===== config.mk =====
export PLATFORM = sky130hd
export DESIGN_NAME = buf_alloc_ctrl
export DESIGN_NICKNAME = d
export VERILOG_FILES = /design/src/rtl/buf_ctrl_pkg.sv /design/src/rtl/buf_tag_store.sv /design/src/rtl/buf_alloc_ctrl.sv
export SDC_FILE = /design/constraint.sdc
export NUM_CORES = 1
export LEC_CHECK = 0
export BUFFER_PORTS_ARGS = -buffer_cell sky130_fd_sc_hd__buf_4
export CORE_ASPECT_RATIO = 1.1
export CORE_MARGIN = 2
export CORE_UTILIZATION = 58
export CTS_BUF_LIST = sky130_fd_sc_hd__clkbuf_4
export DETAILED_ROUTE_END_ITERATION = 8
export PLACE_DENSITY = 0.77
export RECOVER_POWER = 100
export SYNTH_ARGS = -nofsm -noshare
export SYNTH_HDL_FRONTEND = slang
export SYNTH_SLANG_ARGS = --single-unit

===== constraint.sdc =====
create_clock -name clk -period 2.8 [get_ports clk]
set_input_delay 0.42 -clock clk [delete_from_list [all_inputs] [get_ports clk]]
set_output_delay 0.42 -clock clk [all_outputs]
set_load 0.005 [all_outputs]

===== src/rtl/buf_ctrl_pkg.sv =====
// Shared types and constants for the buffer allocation controller.
package buf_ctrl_pkg;

  localparam int unsigned LEN     = 2;
  localparam int unsigned NUM_BUF = 4;

  localparam logic [LEN-1:0] BUF_0 = 2'd0;
  localparam logic [LEN-1:0] BUF_1 = 2'd1;
  localparam logic [LEN-1:0] BUF_2 = 2'd2;
  localparam logic [LEN-1:0] BUF_3 = 2'd3;

  typedef enum logic [2:0] {
    ST_IDLE,
    ST_LOOKUP,
    ST_EVICT,
    ST_FILL,
    ST_RESP
  } state_t;

endpackage


===== src/rtl/buf_tag_store.sv =====
// Resident-tag store: 4 x {valid, tag} with parallel compare and
// lowest-index hit / lowest-index free selection.
module buf_tag_store #(
  parameter int TAG_W = 8,
  parameter int LEN   = 2
) (
  input  logic             clk,
  input  logic             rst_n,
  input  logic             flush_all,
  input  logic             wr_en,
  input  logic [LEN-1:0]   wr_idx,
  input  logic [TAG_W-1:0] wr_tag,
  input  logic             inv_en,
  input  logic [LEN-1:0]   inv_idx,
  input  logic [TAG_W-1:0] cmp_tag,
  output logic             hit,
  output logic [LEN-1:0]   hit_idx,
  output logic             any_free,
  output logic [LEN-1:0]   free_idx
);
  import buf_ctrl_pkg::*;

  logic [NUM_BUF-1:0] valid_q;
  logic [TAG_W-1:0]   tags_q [NUM_BUF];

  // Valid/tag array update; flush-all overrides any write or invalidate.
  always_ff @(posedge clk) begin
    if (!rst_n) begin
      valid_q <= '0;
      for (int unsigned i = 0; i < NUM_BUF; i++) begin
        tags_q[i] <= '0;
      end
    end else if (flush_all) begin
      valid_q <= '0;
    end else begin
      if (inv_en) begin
        valid_q[inv_idx] <= 1'b0;
      end
      if (wr_en) begin
        valid_q[wr_idx] <= 1'b1;
        tags_q[wr_idx]  <= wr_tag;
      end
    end
  end

  // Parallel compare; first match in ascending order gives lowest index.
  always_comb begin
    hit      = 1'b0;
    hit_idx  = BUF_0;
    any_free = 1'b0;
    free_idx = BUF_0;
    for (int unsigned i = 0; i < NUM_BUF; i++) begin
      if (!hit && valid_q[i] && (tags_q[i] == cmp_tag)) begin
        hit     = 1'b1;
        hit_idx = LEN'(i);
      end
      if (!any_free && !valid_q[i]) begin
        any_free = 1'b1;
        free_idx = LEN'(i);
      end
    end
  end

endmodule


===== src/rtl/buf_alloc_ctrl.sv =====
// Allocation controller: resolves tag lookups against the tag store,
// selects a free or LFU victim buffer, and runs the fill handshake.
module buf_alloc_ctrl #(
  parameter int TAG_W = 8,
  parameter int LEN   = 2,
  parameter int TMO_W = 8
) (
  input  logic             clk,
  input  logic             rst_n,
  input  logic             req_valid,
  input  logic [TAG_W-1:0] req_tag,
  output logic             req_ready,
  input  logic             flush,
  output logic             rsp_valid,
  output logic             rsp_hit,
  output logic             rsp_err,
  output logic [LEN-1:0]   rsp_buf,
  output logic             lfu_new_buf_req,
  output logic             lfu_ref_vld,
  output logic [LEN-1:0]   lfu_ref_buf_numbr,
  input  logic [LEN-1:0]   lfu_buf_num_replc,
  output logic             fill_req,
  output logic [LEN-1:0]   fill_buf,
  output logic [TAG_W-1:0] fill_tag,
  input  logic             fill_done
);
  import buf_ctrl_pkg::*;

  // Last FILL cycle before timeout: the increment here takes the timer to all-ones.
  localparam logic [TMO_W-1:0] TMO_LAST = TMO_W'((2 ** TMO_W) - 2);

  state_t             state_q, state_d;
  logic [TAG_W-1:0]   tag_q;
  logic [LEN-1:0]     victim_q, victim_d;
  logic               hit_q, hit_d, err_q, err_d;
  logic               flush_pend_q, flush_pend_d;
  logic [TMO_W-1:0]   timer_q;

  logic               tag_ld, victim_ld, flag_ld, timer_clr, timer_inc;
  logic               st_flush, st_wr, st_inv;
  logic               st_hit, st_any_free;
  logic [LEN-1:0]     st_hit_idx, st_free_idx;

  buf_tag_store #(
    .TAG_W (TAG_W),
    .LEN   (LEN)
  ) u_store (
    .clk       (clk),
    .rst_n     (rst_n),
    .flush_all (st_flush),
    .wr_en     (st_wr),
    .wr_idx    (victim_q),
    .wr_tag    (tag_q),
    .inv_en    (st_inv),
    .inv_idx   (lfu_buf_num_replc),
    .cmp_tag   (tag_q),
    .hit       (st_hit),
    .hit_idx   (st_hit_idx),
    .any_free  (st_any_free),
    .free_idx  (st_free_idx)
  );

  // State register.
  always_ff @(posedge clk) begin
    if (!rst_n) begin
      state_q <= ST_IDLE;
    end else begin
      state_q <= state_d;
    end
  end

  // Next-state, finder/store strobes and register load enables.
  always_comb begin
    state_d           = state_q;
    req_ready         = 1'b0;
    lfu_new_buf_req   = 1'b0;
    lfu_ref_vld       = 1'b0;
    lfu_ref_buf_numbr = '0;
    tag_ld            = 1'b0;
    victim_ld         = 1'b0;
    victim_d          = victim_q;
    flag_ld           = 1'b0;
    hit_d             = 1'b0;
    err_d             = 1'b0;
    timer_clr         = 1'b0;
    timer_inc         = 1'b0;
    st_flush          = 1'b0;
    st_wr             = 1'b0;
    st_inv            = 1'b0;
    flush_pend_d      = flush_pend_q | flush;
    unique case (state_q)
      ST_IDLE: begin
        req_ready = !flush && !flush_pend_q;
        if (flush || flush_pend_q) begin
          st_flush     = 1'b1;
          flush_pend_d = 1'b0;
        end else if (req_valid) begin
          tag_ld  = 1'b1;
          state_d = ST_LOOKUP;
        end
      end
      ST_LOOKUP: begin
        if (st_hit) begin
          lfu_ref_vld       = 1'b1;
          lfu_ref_buf_numbr = st_hit_idx;
          victim_ld         = 1'b1;
          victim_d          = st_hit_idx;
          flag_ld           = 1'b1;
          hit_d             = 1'b1;
          state_d           = ST_RESP;
        end else if (st_any_free) begin
          victim_ld = 1'b1;
          victim_d  = st_free_idx;
          timer_clr = 1'b1;
          state_d   = ST_FILL;
        end else begin
          lfu_new_buf_req = 1'b1;
          state_d         = ST_EVICT;
        end
      end
      ST_EVICT: begin
        victim_ld = 1'b1;
        victim_d  = lfu_buf_num_replc;
        st_inv    = 1'b1;
        timer_clr = 1'b1;
        state_d   = ST_FILL;
      end
      ST_FILL: begin
        timer_inc = 1'b1;
        if (fill_done) begin
          st_wr   = 1'b1;
          flag_ld = 1'b1;
          state_d = ST_RESP;
        end else if (timer_q == TMO_LAST) begin
          flag_ld = 1'b1;
          err_d   = 1'b1;
          state_d = ST_RESP;
        end
      end
      ST_RESP: begin
        state_d = ST_IDLE;
      end
      default: begin
        state_d = ST_IDLE;
      end
    endcase
  end

  // Datapath registers: request tag, victim, response flags, timer, pending flush.
  always_ff @(posedge clk) begin
    if (!rst_n) begin
      tag_q        <= '0;
      victim_q     <= '0;
      hit_q        <= 1'b0;
      err_q        <= 1'b0;
      flush_pend_q <= 1'b0;
      timer_q      <= '0;
    end else begin
      flush_pend_q <= flush_pend_d;
      if (tag_ld) begin
        tag_q <= req_tag;
      end
      if (victim_ld) begin
        victim_q <= victim_d;
      end
      if (flag_ld) begin
        hit_q <= hit_d;
        err_q <= err_d;
      end
      if (timer_clr) begin
        timer_q <= '0;
      end else if (timer_inc) begin
        timer_q <= timer_q + 1'b1;
      end
    end
  end

  assign rsp_valid = (state_q == ST_RESP);
  assign rsp_hit   = rsp_valid && hit_q;
  assign rsp_err   = rsp_valid && err_q;
  assign rsp_buf   = rsp_valid ? victim_q : '0;

  assign fill_req  = (state_q == ST_FILL);
  assign fill_buf  = fill_req ? victim_q : '0;
  assign fill_tag  = fill_req ? tag_q : '0;

endmodule


==> results of run 1 <==
[placed cells by master, fill, tap and decap left out, drive strengths merged, types with 3 or more instances in the layout]
master / instances
nor3: 6
edfxtp: 32
nand4: 11
o21ai: 7
a21oi: 20
xnor2: 28
nand3: 16
inv: 13
clkinv: 3
or3: 5
nor3b: 3
dfxtp: 28
and2: 13
nand2: 43
and3: 5
clkbuf: 18
nor2: 43
xor2: 11
buf: 32
[power groups by stage]
stage | logic, mW | registers [mW] | clock network [mW]
floorplan | 0.209 | 1.01 | 0
global placement | 0.252 | 1.04 | 0
detailed placement | 0.254 | 1.04 | 0
CTS | 0.256 | 1.02 | 0.607
global route | 0.291 | 1.03 | 0.650
finish | 0.260 | 1.03 | 0.594
[cell families (layout without fill, tap and decap cells)]
logic type      count (synthesis)  in the layout
buf+inv                        27             68
fa+ha+maj                       2              2
flops                          60             60
compound gates                 37             37
simple gates                  152            152
xor+xnor                       39             39
[worst paths after layout]
check / from / end / slack, ns / depth (start not counted)
worst max-delay path: tag_q[3]$_SDFFE_PN0P_ / lfu_ref_buf_numbr[0] / 0.15 / 7
worst min register to register: hit_q$_SDFFE_PN0P_ / hit_q$_SDFFE_PN0P_ / 0.47 / 2
worst min-delay path: req_tag[3] / tag_q[3]$_SDFFE_PN0P_ / 0.27 / 3
worst max register to register: state_q[1]$_SDFFE_PN0P_ / u_store.tags_q[2][4]$_SDFFCE_PN0P_ / 0.48 / 5
[area by class of cell]
cell class / count / area, µm² / share of cell area [%]
flip-flops and latches: 60 / 1534 / 44.79
multi-input cells: 230 / 1349 / 39.39
repair buffers: 39 / 285.3 / 8.330
clock buffers: 11 / 82.58 / 2.411
well taps: 58 / 72.57 / 2.119
clock inverters: 5 / 52.55 / 1.535
inverters: 13 / 48.80 / 1.425
[stage by stage]
stage / power, mW / cell area [µm²]
after detailed placement: 1.298 / 3257
after CTS: 1.887 / 3393
after floorplan: 1.218 / 2998
after global placement: 1.296 / 3257
final: 1.880 / 3425
after global routing: 1.974 / 3425
[worst max-delay path, stage by stage, from the launching register on]
cell and delay, ns:
dfxtp_4 0.39, xnor2_1 0.21, nand3_1 0.15, or3_4 0.41, nand4_1 0.17, nand2_1 0.12, a211oi_2 0.24, buf_4 0.14
[registers in the layout (all words and copies together) (netlist names)]
name and cells:
tag_q 8, err_q 1, flush_pend_q 1, u_store.tags_q 32, timer_q 8, victim_q 2, state_q 3, hit_q 1
u_store.valid_q 4
[metal layers]
metal,global-route usage [%],up-vias,routed length [µm]
met1,30.85,1108,2762
met5,0,-,0
met2,40.82,73,3435
met3,4.672,22,310
met4,14.81,0,203
li1,-,1154,-
[what timing repair did]
action	in CTS	in global routing
hold endpoints to repair	0	0
hold buffers	0	0
endpoints found under the setup margin	1	2
setup buffers	0	1
gates resized for setup	1	12
pin swaps	0	2
==> impl_metrics.json, run 1 <==
{
  "run_status": "finished, final reports clean",
  "hpwl_mm": 4.912,
  "fin_util_pct": 68.49,
  "htreeDepth": 3,
  "drtIter0Drc": 214,
  "synth_top_family_by_area": "simple AND/OR/NAND/NOR gates",
  "p_sw_mw": 0.5158,
  "synth_xor_area_share_pct": 11.39,
  "seqPwrFrac_pct": 54.6,
  "io_pins": 36,
  "clock_latency_ns": 0.39,
  "finalMaxSlewViolations": 0,
  "synthDistinctLibCells": 39,
  "pre_cts_ws_ns": 0.4198,
  "swShare_pct": 27.44,
  "n_antenna_cell": 0,
  "p_leak_nw": 1.318,
  "final_layout_size_suffix_gt1_share_pct": 20.11,
  "gp_congestion": 0.9481,
  "antenna_left": 0,
  "drc": 0,
  "totalWireLength_mm": 6.711,
  "hold_class": "in -> reg",
  "synthFlopType": "edfxtp_1",
  "fmax_mhz": 377.2,
  "setup_viol": 0,
  "cp_max_fo": 7,
  "stdcell_count": 416,
  "vias_per_cell": 5.666,
  "fill_cells": 417,
  "synth-simple-area-share_pct": 24.50,
  "cts_sinks": 60,
  "syn_inst": 317,
  "rows": 27,
  "synthAdderAreaFrac_pct": 0.8347,
  "num_vias": 2357,
  "portBuffers": 35,
  "clk_path_buf_depth": 2,
  "grt_pass1_vias": 2293,
  "power_density_nw_per_um2": 549.0,
  "grt_max_degree": 23,
  "avgSynthCellArea_um2": 9.457,
  "combPwrFrac_pct": 13.8,
  "grt_overflow": 0,
  "p_int_mw": 1.364,
  "syn2layout_area_growth_pct": 14.23,
  "synth_compound_area_share_pct": 7.596,
  "finalSetupTns_ns": 0,
  "design.die.area_um2": 5761,
  "grt_usage_pct": 25.11,
  "wl_per_cell_um": 16.13,
  "yosysTopAreaCellShare_pct": 32.05,
  "fin_crit_ns": 2.651,
  "grt_pass1_wl_mm": 10.76,
  "dr.pass1.iters": 4,
  "synth_mux_area_share_pct": 0,
  "clk_pin_slew_ns": 0.10,
  "clock_tree.root_cell": "clkbuf_4",
  "initial_utilization_pct": 59.96,
  "critPathLaunchType": "flip-flop",
  "die_w_um": 72.55,
  "worstPathArrival_ns": 2.23,
  "skew_ns": 0.01167,
  "hold_ws_ns": 0.2690,
  "cts-buffers-inserted": 9,
  "peakVddDrop_mv": 0.3145,
  "synth_area_um2": 2998,
  "critPathCaptureType": "output pin",
  "dp_cells": 399,
  "nNetsFinal": 370,
  "synth_nets": 334,
  "max_slew_margin_pct": 40.86,
  "postLayoutSetupSlackWorst_ns": 0.1488,
  "synthTopCellsByArea": "edfxtp_1 32%, dfxtp_1 19%, xnor2_1 8.2%",
  "ys_ff_latch": 60,
  "die_h_um": 79.41,
  "min_period_over_period_pct": 94.68,
  "synth_top_cell_by_area": "edfxtp_1",
  "cp.required_ns": 2.38,
  "async_flop_share_pct": 0,
  "drv_cap": 0,
  "hold_viol_final": 0,
  "yosys_warnings": 0,
  "clkPwrFrac_pct": 31.6,
  "synth_edf_count": 32,
  "seq_area_frac_synth_pct": 50.75,
  "worst_pin_slew_ns": 0.8872,
  "synthTopCellsByCount": "43 x nand2_1, 43 x nor2_1, 32 x edfxtp_1",
  "crit_type": "reg -> out",
  "cts_tree": "done",
  "antenna_found_initial": 0,
  "core_um2": 5000
}
No activity file was read; power rests on OpenSTA's default activity.
==> run 2, diff against run 1 <==
CELL_PAD_IN_SITES_DETAIL_PLACEMENT = 1   (was unset)
CELL_PAD_IN_SITES_GLOBAL_PLACEMENT = 2   (was unset)
CORE_UTILIZATION = 38   (was 58)
PLACE_DENSITY = 0.78   (was 0.77)
RECOVER_POWER = 25   (was 100)
SYNTH_HIERARCHICAL = 1   (was unset)
==> run 2 against run 1 <==
Compared with the run above:
- global-route usage down 4.9 points
- via count down 3.8%
- combinational power down 36%
- wire length up 20%
- highest routed layer unchanged
- critical path depth up 1
- count of clock-buffer cells in the layout unchanged
- sequential power down 4%
==> impl_metrics.json, run 2 <==
{
  "portBuffers": 35,
  "critPathCaptureType": "output pin",
  "hold_viol_final": 0,
  "die_w_um": 89.36,
  "grt_overflow": 0,
  "swShare_pct": 24.49,
  "synth_edf_count": 32,
  "avgSynthCellArea_um2": 10.05,
  "synthDistinctLibCells": 44,
  "fin_crit_ns": 2.606,
  "synth-simple-area-share_pct": 24.73,
  "peakVddDrop_mv": 0.1857,
  "grt_max_degree": 25,
  "power.total_mw": 1.864,
  "finalSetupTns_ns": 0,
  "drtIter0Drc": 77,
  "synth_area_um2": 3045,
  "io_pins": 36,
  "drc": 0,
  "hpwl_mm": 5.874,
  "antenna_found_initial": 0,
  "synth_nets": 320,
  "yosysMostFrequentCell": "nor2_1",
  "met2_usage_pct": 34.47,
  "finalMaxSlewViolations": 0,
  "worstRegToRegCells": 7,
  "nNetsFinal": 365,
  "n_antenna_cell": 0,
  "clk_pin_slew_ns": 0.11,
  "ys_ff_latch": 60,
  "p_int_mw": 1.407,
  "fmax_mhz": 383.7,
  "p_leak_nw": 1.482,
  "min_period_over_period_pct": 93.08,
  "wl_per_cell_um": 17.44,
  "vias_per_cell": 4.918,
  "cts_sinks": 60,
  "gp_congestion": 0.8194,
  "worst_pin_slew_ns": 0.6641,
  "skew_ns": 0.01710,
  "initial_utilization_pct": 38.91,
  "htreeDepth": 3,
  "rsz0062_at_grt": "false",
  "critPathLaunchType": "flip-flop",
  "num_vias": 2267,
  "synthAdderAreaFrac_pct": 0.8217,
  "timing.rr.end": "u_store/tags_q[1][2]$_SDFFCE_PN0P_",
  "combPwrFrac_pct": 8.9,
  "max_slew_margin_pct": 55.60,
  "synthTopCellsByCount": "38 x nor2_1, 32 x edfxtp_1, 28 x dfxtp_1, 28 x nand2_1, 27 x xnor2_1",
  "synth_mux_area_share_pct": 3.944,
  "p_sw_mw": 0.4565,
  "synthTopCellsByArea": "edfxtp_1 32%, dfxtp_1 18%, xnor2_1 7.8%",
  "async_flop_share_pct": 0,
  "crit_end": "lfu_ref_buf_numbr[1]",
  "met1_usage_pct": 25.37,
  "grt_pass1_vias": 2457,
  "design.die.area_um2": 8747,
  "cp.required_ns": 2.38,
  "power_density_nw_per_um2": 517.6,
  "synthFlopType": "edfxtp_1",
  "clock_tree.root_cell": "clkbuf_4",
  "core_um2": 7828,
  "yosys_warnings": 6,
  "dr.pass1.iters": 4,
  "clk_path_buf_depth": 2,
  "crit_start": "tag_q[4]$_SDFFE_PN0P_",
  "hold_class": "in -> reg",
  "worstPathArrival_ns": 2.19,
  "rr_startpoint": "state_q[0]$_SDFFE_PN0P_",
  "crit_type": "reg -> out",
  "synth_top_cell_by_area": "edfxtp_1",
  "seqPwrFrac_pct": 52.9,
  "cp_max_fo": 7,
  "busiest_layer": "met2",
  "grt_pass1_wl_mm": 13.16,
  "clkPwrFrac_pct": 38.2,
  "fill_cells": 932,
  "run_status": "finished, final reports clean",
  "final_layout_size_suffix_gt1_share_pct": 21.81,
  "rows": 34,
  "synth_compound_area_share_pct": 5.793,
  "regMostFlops": "u_store/tags_q",
  "cts_tree": "done",
  "largest_reg_flops": 32,
  "die_h_um": 97.89,
  "layout_commonest_cell": "buf_4",
  "clock_latency_ns": 0.41,
  "syn2layout_area_growth_pct": 18.24,
  "syn_inst": 303,
  "yosysTopAreaCellShare_pct": 31.55,
  "r2r_setup_slack_ns": 0.41,
  "antenna_left": 0,
  "top_regs": "u_store/tags_q: 32 flops, tag_q: 8 flops, timer_q: 8 flops",
  "cts-buffers-inserted": 9,
  "postCtsHoldBufs": 0,
  "setup_viol": 0,
  "grt_usage_pct": 20.20,
  "met3_usage_pct": 3.043,
  "synth_xor_area_share_pct": 11.22,
  "seq_area_frac_synth_pct": 49.96,
  "drv_cap": 0,
  "totalWireLength_mm": 8.039,
  "layout_common_cells": "40 x buf_4, 38 x nor2_1, 32 x edfxtp_1",
  "synth_top_family_by_area": "simple AND/OR/NAND/NOR gates",
  "fin_util_pct": 46.00
}
==> run 2: cell count changes after synthesis, moves of 4 or more <==
cell     change
and2_1       +4
nor2_1       -5
buf_6        -4
nor2b_1      +8
nand2_1     -15
mux2i_1     +12
nand3_1     -13
nand4_1      -4
o21ai_0      +4
a21oi_1     -10
==> run 2: worst min-delay path by stage <==
stage                            start               endpoint  slack (ns)  cells past startpoint
global placement    err_q$_SDFFE_PN0P_     err_q$_SDFFE_PN0P_        0.48                      2
global route                req_tag[4]  tag_q[4]$_SDFFE_PN0P_        0.25                      3
CTS                         req_tag[2]  tag_q[2]$_SDFFE_PN0P_        0.25                      3
detailed placement  err_q$_SDFFE_PN0P_     err_q$_SDFFE_PN0P_        0.48                      2
floorplan           err_q$_SDFFE_PN0P_     err_q$_SDFFE_PN0P_        0.44                      2
finish                      req_tag[2]  tag_q[2]$_SDFFE_PN0P_        0.26                      3
==> run 2: timing repair <==
action | in CTS | in global routing
endpoints found under the hold margin | 0 | 0
setup endpoints to repair | 0 | 4
buffers inserted | 0 | 0
resized for setup | 0 | 8
==> run 2: power groups by stage <==
stage / combinational [mW] / sequential [mW] / clock (mW)
after global routing: 0.186 / 0.991 / 0.762
after CTS: 0.172 / 0.985 / 0.726
after floorplan: 0.121 / 0.990 / 0
after detailed placement: 0.171 / 1.01 / 0
final: 0.167 / 0.985 / 0.712
after global placement: 0.167 / 1.00 / 0
==> run 2: area by class of cell <==
cell class	count	area, µm²	share of cell area (%)
multi-input cells	219	1408	39.09
flip-flops and latches	60	1530	42.49
repair buffers	44	316.6	8.791
clock inverters	5	76.32	2.120
well taps	108	135.1	3.753
inverters	14	52.55	1.459
clock buffers	11	82.58	2.293
==> run 2: metrics by stage <==
stage | setup slack, ns | cell area (µm²) | hold WS, ns | std cells
after floorplan | 0.6246 | 3045 | 0.4409 | 303
after global placement | 0.5017 | 3456 | 0.4815 | 445
after detailed placement | 0.5087 | 3456 | 0.4762 | 445
after CTS | 0.03496 | 3615 | 0.2464 | 461
after global routing | 0.008401 | 3601 | 0.2540 | 461
final | 0.1938 | 3601 | 0.2558 | 461
==> run 2: worst max-delay path: stages, from the launching register on <==
cell     delay, ns
dfxtp_2       0.39
xor2_1        0.19
nor4_1        0.30
nand4_1       0.17
nor2b_4       0.16
nand2_1       0.09
and3_2        0.24
and2_1        0.14
buf_4         0.10
==> run 2: metal layers <==
metal	wire length (µm)	part of all wire (%)
met5	0	0
met1	3446	43
met2	4202	52
met4	179	2.2
met3	211	2.6
==> run 2: cell families after synthesis <==
| group | after synthesis |
|---|---|
| and+or+nand+nor | 137 |
| buffers and inverters | 24 |
| xor gates and xnor gates | 39 |
| muxes | 12 |
| DFF | 60 |
| adders and majority gates | 2 |
| AOI/OAI and AO/OA | 29 |
==> run 3, diff against run 2 <==
RECOVER_POWER = 100   (was 25)
==> run 3 against run 2 <==
Compared with the run above:
- first-iteration DRC count is 16% higher
- clock skew is 0.00080 ns lower
- die area stayed put
- via count is 0.18% lower
- design area is 0.63% lower
- sequential share of layout area is 0.27 points higher
- hold slack better by 0.0019 ns
- final cell count stayed put
- clock power is 0.6% lower
- wire length hardly changed
- largest power group unchanged
==> impl_metrics.json, run 3 (synthesis gave the netlist of run 2 again) <==
{
  "grt_pass1_wl_mm": 13.16,
  "multiInputGateArea_um2": 1401,
  "io_pins": 36,
  "grt_pass1_vias": 2457,
  "post_cts_buffers": 0,
  "rr_startpoint": "state_q[0]$_SDFFE_PN0P_",
  "p_leak_nw": 1.455,
  "nNetsFinal": 365,
  "setup_viol": 0,
  "crit_type": "reg -> out",
  "antenna_left": 0,
  "worstPathArrival_ns": 2.21,
  "min_from": "req_tag[2]",
  "fill_cells": 935,
  "portBuffers": 35,
  "cts_tree": "done",
  "final_layout_size_suffix_gt1_share_pct": 20.11,
  "drtIter0Drc": 89,
  "rows": 34,
  "top_regs": "u_store/tags_q: 32 flops, tag_q: 8 flops, timer_q: 8 flops",
  "hold_end": "tag_q[2]$_SDFFE_PN0P_",
  "totalWireLength_mm": 8.037,
  "clock_tree.root_cell": "clkbuf_4",
  "fin_crit_ns": 2.629,
  "grt_max_degree": 25,
  "hold_class": "in -> reg",
  "worst_pin_slew_ns": 0.7529,
  "clk_path_buf_depth": 2,
  "die_h_um": 97.89,
  "hold_ws_ns": 0.2577,
  "num_vias": 2263,
  "layout_common_cells": "39 x nor2_1, 32 x edfxtp_1, 29 x buf_4",
  "critPathLaunchType": "flip-flop",
  "cp.required_ns": 2.38,
  "syn2layout_area_growth_pct": 17.50,
  "critPathCaptureType": "output pin",
  "grt_overflow": 0,
  "peakVddDrop_mv": 0.1866,
  "largest_reg_flops": 32,
  "design.die.area_um2": 8747,
  "drc": 0,
  "skew_ns": 0.01630,
  "cts_sinks": 60,
  "min_period_over_period_pct": 93.89,
  "core_um2": 7828,
  "antenna_found_initial": 0,
  "cp_max_fo": 7,
  "finalMaxSlewViolations": 0,
  "vias_per_cell": 4.909,
  "htreeDepth": 3,
  "rsz0062_at_grt": "false",
  "finalSetupTns_ns": 0,
  "max_slew_margin_pct": 49.62,
  "clk_pin_slew_ns": 0.11,
  "hpwl_mm": 5.874,
  "dr.pass1.iters": 4,
  "power_density_nw_per_um2": 519.3,
  "initial_utilization_pct": 38.91,
  "clock_latency_ns": 0.41,
  "timing.rr.end": "u_store/tags_q[0][4]$_SDFFCE_PN0P_",
  "regMostFlops": "u_store/tags_q",
  "fmax_mhz": 380.4,
  "hold_viol_final": 0,
  "grt_usage_pct": 20.20,
  "r2r_setup_slack_ns": 0.31,
  "worstRegToRegCells": 7,
  "hold_depth": 3,
  "n_antenna_cell": 0,
  "die_w_um": 89.36,
  "run_status": "finished, final reports clean",
  "gp_congestion": 0.8194,
  "drv_cap": 0,
  "cts-buffers-inserted": 9,
  "wl_per_cell_um": 17.43,
  "seq_area_um2": 1530,
  "layout_commonest_cell": "nor2_1"
}
run 3: how the worst max path moves through the flow:
stage                                        from                    to  slack [ns]  depth (start not counted)
2_1_floorplan               tag_q[5]$_SDFFE_PN0P_  lfu_ref_buf_numbr[0]        0.62                          8
4_1_cts                     tag_q[4]$_SDFFE_PN0P_  lfu_ref_buf_numbr[1]        0.03                          8
6_report                    tag_q[5]$_SDFFE_PN0P_  lfu_ref_buf_numbr[0]        0.17                          8
3_3_place_gp                tag_q[5]$_SDFFE_PN0P_  lfu_ref_buf_numbr[0]        0.50                          8
5_1_grt        u_store/tags_q[2][5]$_SDFFCE_PN0P_  lfu_ref_buf_numbr[0]       0.008                          8
3_5_place_dp                tag_q[4]$_SDFFE_PN0P_  lfu_ref_buf_numbr[1]        0.51                          8
run 3: timing repair:
action,in CTS,in global routing
gates resized for setup,0,8
setup endpoints to repair,0,4
hold buffers,0,0
run 3: area by class of cell:
type                    count  share of cell area [%]
well taps                 108                   3.776
inverters                  14                   1.469
clock inverters             5                   2.133
repair buffers             44                   8.392
flip-flops and latches     60                   42.76
multi-input cells         219                   39.16
clock buffers              11                   2.308
run 3: worst max-delay path: stages, from the launching register on:
cell,delay [ns]
dfxtp_2,0.39
xor2_1,0.17
nor4_1,0.31
nand4_1,0.17
nor2b_4,0.16
nand2_1,0.10
and3_2,0.24
and2_1,0.13
clkbuf_4,0.12
run 3: stage by stage:
stage          utilization, %  area, µm²  power [mW]  setup slack [ns]  std cells
2_1_floorplan               -       3045       1.111            0.6246        303
3_3_place_gp            44.15       3456       1.171            0.5017        445
3_5_place_dp            44.15       3456       1.176            0.5087        445
4_1_cts                 46.18       3615       1.883           0.03496        461
5_1_grt                 45.72       3578       1.937          0.008084        461
6_report                45.72       3578       1.858            0.1711        461
run 3: metal layers:
layer	part of all wire (%)	vias to the layer above	GRT usage (%)
li1	-	1118	-
met1	43	1098	25.37
met2	52	35	34.47
met3	2.6	12	3.043
met4	2.3	0	7.463
met5	0	-	0
run 3: where the power goes:
group          leakage, nW  switching [mW]  internal [mW]
clock               0.0845           0.330          0.378
combinational        0.811          0.0881         0.0757
sequential           0.560          0.0344          0.952
